## config.mk

```make
export PLATFORM = sky130hd
export DESIGN_NAME = recon_block_scheduler
export DESIGN_NICKNAME = d
export VERILOG_FILES = /design/src/rtl/recon_block_scheduler.sv
export SDC_FILE = /design/constraint.sdc
export NUM_CORES = 1
export LEC_CHECK = 0
export CAP_MARGIN = 20
export CORE_MARGIN = 3
export CORE_UTILIZATION = 35
export DETAILED_ROUTE_END_ITERATION = 12
export GPL_TIMING_DRIVEN = 1
export PLACE_DENSITY_LB_ADDON = 0.3
export SLEW_MARGIN = 20
export SYNTH_ARGS = -nofsm -noshare
export SYNTH_HDL_FRONTEND = slang
export SYNTH_SLANG_ARGS = --single-unit
```

## constraint.sdc

```tcl
create_clock -name clk -period 7.15 [get_ports clk]
set_input_delay 1.0725 -clock clk [delete_from_list [all_inputs] [get_ports clk]]
set_output_delay 1.0725 -clock clk [all_outputs]
set_load 0.02 [all_outputs]
```

## src/rtl/recon_block_scheduler.sv

```systemverilog
// Reconstruction sequencer for one 4:2:0 macroblock: 16 Y, 4 Cb, 4 Cr 4x4 blocks.
// Optional stall counter is built only when RECON_SCHED_PERF_EN is defined.
//
// state   | meaning
// IDLE    | waiting for mb_start
// WAIT    | waiting for prediction and residual of blk_idx
// SUM     | one-cycle sum strobe into the reconstruction stage
// WRITE   | reconstructed block offered to the writer; next prediction may be prefetched
// DONE    | one-cycle mb_done pulse
module recon_block_scheduler #(
    parameter int LUMA_BLKS   = 16,
    parameter int CHROMA_BLKS = 8,
    parameter int PERF_W      = 16
) (
    input  logic              clk,
    input  logic              reset,
    input  logic              mb_start,
    input  logic              mb_intra4x4,
    output logic              busy,
    output logic              pred_req,
    output logic [4:0]        pred_idx,
    input  logic              pred_valid,
    output logic              pred_ack,
    input  logic              res_valid,
    input  logic              res_zero,
    output logic              res_ack,
    output logic              sum_en,
    output logic [4:0]        blk_idx,
    output logic [1:0]        blk_comp,
    output logic              wr_valid,
    input  logic              wr_ready,
    output logic              mb_done,
    output logic [PERF_W-1:0] stall_cnt
);

    localparam logic [4:0] LAST_BLK   = 5'(LUMA_BLKS + CHROMA_BLKS - 1);
    localparam logic [4:0] LAST_LUMA  = 5'(LUMA_BLKS - 1);
    localparam logic [4:0] FIRST_CB   = 5'(LUMA_BLKS);
    localparam logic [4:0] FIRST_CR   = 5'(LUMA_BLKS + CHROMA_BLKS / 2);

    typedef enum logic [2:0] {S_IDLE, S_WAIT, S_SUM, S_WRITE, S_DONE} state_t;

    state_t     state, state_n;
    logic [4:0] blk_n, pidx_n;
    logic       pf, pf_n, intra, intra_n;
    logic       pack_n, sum_n, req_n, pf_allow_n, ops_ready;

    function automatic logic [1:0] comp_of(input logic [4:0] b);
        if (b < FIRST_CB)      return 2'd0;
        else if (b < FIRST_CR) return 2'd1;
        else                   return 2'd2;
    endfunction

    assign ops_ready = (pf || pred_valid) && (res_valid || res_zero);

    always_comb begin
        state_n = state;
        blk_n   = blk_idx;
        pf_n    = pf;
        intra_n = intra;
        pack_n  = 1'b0;
        sum_n   = 1'b0;
        case (state)
            S_IDLE: if (mb_start) begin
                state_n = S_WAIT;
                blk_n   = '0;
                pf_n    = 1'b0;
                intra_n = mb_intra4x4;
            end
            S_WAIT: if (ops_ready) begin
                state_n = S_SUM;
                sum_n   = 1'b1;
                pack_n  = !pf;
            end
            S_SUM: begin
                pf_n    = 1'b0;
                state_n = S_WRITE;
            end
            S_WRITE: begin
                // prefetch ack and write handshake may land on the same edge
                if (pred_req && pred_valid) begin
                    pf_n   = 1'b1;
                    pack_n = 1'b1;
                end
                if (wr_ready) begin
                    if (blk_idx == LAST_BLK) begin
                        state_n = S_DONE;
                    end else begin
                        blk_n   = blk_idx + 5'd1;
                        state_n = S_WAIT;
                    end
                end
            end
            S_DONE:  state_n = S_IDLE;
            default: state_n = S_IDLE;
        endcase
    end

    // intra 4x4 luma must see the neighbours written before the next request
    assign pf_allow_n = !intra_n || (blk_n >= LAST_LUMA);
    assign req_n = ((state_n == S_WAIT) && !pf_n) ||
                   ((state_n == S_WRITE) && pf_allow_n && (blk_n != LAST_BLK) && !pf_n);
    assign pidx_n = ((state_n == S_WRITE) && (blk_n != LAST_BLK)) ? blk_n + 5'd1 : blk_n;

    always_ff @(posedge clk) begin
        if (reset) begin
            state    <= S_IDLE;
            blk_idx  <= '0;
            pf       <= 1'b0;
            intra    <= 1'b0;
            busy     <= 1'b0;
            pred_req <= 1'b0;
            pred_idx <= '0;
            pred_ack <= 1'b0;
            res_ack  <= 1'b0;
            sum_en   <= 1'b0;
            wr_valid <= 1'b0;
            mb_done  <= 1'b0;
            blk_comp <= '0;
        end else begin
            state    <= state_n;
            blk_idx  <= blk_n;
            pf       <= pf_n;
            intra    <= intra_n;
            busy     <= (state_n != S_IDLE);
            pred_req <= req_n;
            pred_idx <= pidx_n;
            pred_ack <= pack_n;
            res_ack  <= sum_n;
            sum_en   <= sum_n;
            wr_valid <= (state_n == S_WRITE);
            mb_done  <= (state_n == S_DONE);
            blk_comp <= comp_of(blk_n);
        end
    end

`ifdef RECON_SCHED_PERF_EN
    logic [PERF_W-1:0] stall_q;
    logic              stalled;

    assign stalled   = ((state == S_WAIT) && !ops_ready) || ((state == S_WRITE) && !wr_ready);
    assign stall_cnt = stall_q;

    always_ff @(posedge clk) begin
        if (reset) begin
            stall_q <= '0;
        end else if ((state == S_IDLE) && mb_start) begin
            stall_q <= '0;
        end else if (stalled && (stall_q != '1)) begin
            stall_q <= stall_q + 1'b1;
        end
    end
`else
    assign stall_cnt = '0;
`endif

endmodule

```

==> PnR_summary.wiki <==
{| class="wikitable"
! Metric !! Value
|-
| I/O pin cnt || 43
|-
| Quantity of hold-fixing buffers added after cts || 0
|-
| Worst-path maximum fanout || 5
|-
| Top cell type by total area after synthesis || sky130_fd_sc_hd__dfxtp_1
|-
| Clock period minus worst slack || between 3 and 4 ns
|-
| Aggregate routed wire length || around 2.7 mm
|-
| Die height || roughly 67 um
|-
| Clock-pin slew reported for the worst setup and hold paths after clock tree synthesis || 0.08 ns
|-
| Sw frac || 0.267
|-
| Largest cells by area after synthesis || sky130_fd_sc_hd__dfxtp_1 (36%), sky130_fd_sc_hd__buf_4 (11%), sky130_fd_sc_hd__ha_1 (2.9%)
|-
| Total power divided by cell area || approximately 170 nW/um^2
|-
| Sinks on the clock net || 23
|-
| Stage delay of the slowest cell on the critical path || between 0.5 and 0.6 ns
|-
| Worst Path Arrival || roughly 3.7 ns
|-
| Critical path cell sequence || clkdlybuf4s50_1 > or4b_4 > o21a_1 > a21oi_1 > inv_1 > ha_1 > nand2_1 > or3_4 > nor2_1 > ha_1 > a2111o_1 > o311ai_1 > a211oi_1
|-
| Reg2reg end || pred_req
|-
| Remaining global-route overflow || 0
|-
| Via-per-instance ratio || 4.96
|-
| Cell type of the slowest stage on the worst timing path || sky130_fd_sc_hd__clkdlybuf4s50_1
|-
| Wire per inst || 13.4 um
|-
| Upper clock frequency limit || 277 MHz
|-
| Post-synthesis sequential area ratio || 0.356
|-
| Share of layout cells above drive strength 1 || 0.109
|-
| Port-buffer cells || 26
|-
| Std-Cell Rows || 21
|-
| Post-route antenna net violation count || 0
|-
| Initial antenna violation count || 0
|-
| Synth Cell Area || approximately 1300 sq um
|-
| Worst hold slack || 0.542 ns
|-
| Syn-to-layout area delta || 18.9%
|-
| P_leak || between 0.0005 and 0.0006 uW
|-
| Worst clock skew || roughly 0.005 ns
|-
| Top cells by count, synth || sky130_fd_sc_hd__dfxtp_1 (23), sky130_fd_sc_hd__buf_4 (19), sky130_fd_sc_hd__nor2_1 (10)
|-
| Iter 0 DRT Violations || between 70 and 80
|-
| Psw || approximately 68 uW
|-
| Number of stages on the worst hold path || 2
|-
| Global-route wire length before repair || ~4.4 mm
|-
| H-tree lvl count || 1
|-
| Final clock period utilization by the worst path || 0.505
|-
| Maximum capacitance violations || 0
|-
| TritonCTS clock tree || done
|-
| DRC violation count after routing || 0
|-
| Num CTS Buffers || 3
|-
| Crit path required time || approximately 7.3 ns
|-
| Insertion delay to the later sink of the worst-skew pair || around 0.26 ns
|-
| Clk network pwr share || 0.314
|-
| Cells resized by post-CTS repair || 0
|-
| Routed via count || 1001
|-
| Drt first pass iters || 4
|-
| Net count of the finished layout || approximately 170
|-
| Routability cong. || 0.923
|-
| Maximum resistive drop on vdd || between 0.15 and 0.2 mV
|-
| Pin count of the biggest net entering global routing || 21
|-
| Flip-flop and latch count after synthesis || 23
|-
| Final TNS setup || 0 ns
|-
| Hold-critical path endpoint || intra
|-
| Setup Fix Bufs, Post-CTS || 0
|-
| Sequential group share of total power || 0.532
|-
| Antenna fix cells || 0
|-
| Synth warn || 0
|-
| Startpoint kind of the worst setup timing path || input pin
|-
| Die Area || approximately 4500 sq um
|-
| Overall fraction of global-route tracks in use || 0.128
|-
| Slew @ Worst Pin || between 0.6 and 0.7 ns
|-
| Hold Crit Start || intra
|-
| Initial standard-cell utilization of the core || 0.376
|-
| Fraction of post-synthesis cell area in the top cell type by area || 0.356
|-
| Design internal power || 187 uW
|-
| Mean area per synthesized cell || roughly 9.5 sq um
|-
| Class of the tightest hold or removal check || register to register
|-
| Placeable core region || about 3400 sq um
|-
| Status || finished clean
|-
| Share of total power in combinational logic || 0.155
|-
| Synth unique cells || 52
|-
| Number of synthesized flops with an enable pin || 0
|-
| Most Frequent Cell on Critical Path || sky130_fd_sc_hd__ha_1
|-
| Fraction of registers with async set or reset after synthesis || 0
|-
| Category of the worst setup path capture point || register
|-
| R2R Path Start || blk_idx[0]
|-
| Die width || approximately 67 um
|-
| Dominant cell by count in the synthesized netlist || sky130_fd_sc_hd__dfxtp_1
|-
| CTS root buf || sky130_fd_sc_hd__clkbuf_8
|-
| Logic depth of the worst register-to-register path || 13
|-
| Worst reg2reg setup slack || roughly 4.4 ns
|-
| Vias in the first global route || 950
|-
| Final hold violation count || 0
|-
| Kind of critical path || input pin to register
|-
| Max-slew violation count || 0
|-
| Setup repair after global routing missed its margin || false
|-
| Synthesized netlist cell count || about 140
|-
| Slew headroom || 0.540
|-
| Most common flop cell mapped by yosys || sky130_fd_sc_hd__dfxtp_1
|-
| Final HPWL from detailed placement || ~2.1 mm
|-
| Setup-violating endpoint count in the final report || 0
|-
| Maximum clock insertion buffer count || 2
|-
| Finished Core Util || 0.447
|}
==> per-stage QoR <==
stage	total power (uW)	worst slack, ns	std cells	cell area [sq um]
5_1_grt	265	3.37	202	1540
3_5_place_dp	177	3.28	198	1490
3_3_place_gp	177	3.38	198	1490
6_report	255	3.54	202	1540
2_1_floorplan	174	4.06	151	1350
4_1_cts	257	3.53	202	1540
==> layout by cell type (no fill, tap or decap), drive strengths merged, types with 2 or more instances in the layout <==
cell type / instances
or3: 2
inv: 2
dfxtp: 23
and3: 2
nand2: 7
nor2b: 6
nor3: 7
conb: 16
nand3b: 2
a32oi: 2
clkdlybuf4s50: 26
nor2: 10
o31a: 2
a21oi: 6
clkbuf: 3
mux2i: 2
nor4: 2
mux2: 3
o21ai: 3
nand4: 2
ha: 3
o22ai: 2
a211oi: 2
==> routing by layer <==
layer / GRT usage / up-vias / routed length, um
met1: 0.161 / 467 / 1250
met2: 0.219 / 32 / 1270
met4: 0.0152 / 0 / 11
met5: 0 / - / 0
li1: - / 500 / -
met3: 0.0405 / 2 / 173
==> power groups by stage <==
stage	clock network, uW	registers [uW]	logic [uW]
5_1_grt	86.3	136	42.5
6_report	79.9	135	39.4
3_3_place_gp	0	138	38.8
3_5_place_dp	0	138	39.0
2_1_floorplan	0	139	34.7
4_1_cts	82.0	135	39.2
==> worst max path at each step <==
stage                     slack (ns)  cells after the start  startpoint       end
after floorplan                 4.06                     12    mb_start  pred_req
after global placement          3.38                     13    mb_start  pred_req
after detailed placement        3.28                     13    mb_start  pred_req
after CTS                       3.53                     13    mb_start  pred_req
after global routing            3.37                     13    mb_start  pred_req
final                           3.54                     13    mb_start  pred_req
==> cell type report <==
type	count	area (sq um)
fillers	339	1900
multi-input cells	101	706
flip-flops and latches	23	460
repair buffers	26	260
well taps	46	57.6
clock buffers	3	41.3
inverters	2	7.51
clock inverters	1	5.00
==> state kept, by name, indices dropped and copies added (netlist names) <==
| name | flops |
|---|---|
| mb_done | 1 |
| pred_req | 1 |
| pred_ack | 1 |
| intra | 1 |
| pf | 1 |
| sum_en | 1 |
| busy | 1 |
| state | 3 |
| wr_valid | 1 |
| blk_idx | 5 |
| blk_comp | 2 |
| pred_idx | 5 |
==> worst max-delay path: cells and delay by family <==
| kind | cells | cell delay (ns) |
|---|---|---|
| compound gates | 5 | 0.83 |
| fa+ha+maj | 2 | 0.44 |
| simple gates | 4 | 0.75 |
| buf+inv | 2 | 0.63 |
==> cell families after synthesis <==
family	after synthesis	synth area share
fa+ha+maj	3	0.0290
other cells	1	0.00290
simple gates	50	0.242
buf+inv	27	0.142
flops	23	0.356
mux	5	0.0474
compound gates	27	0.181
Note: power is estimated with default switching activity, not from simulation.
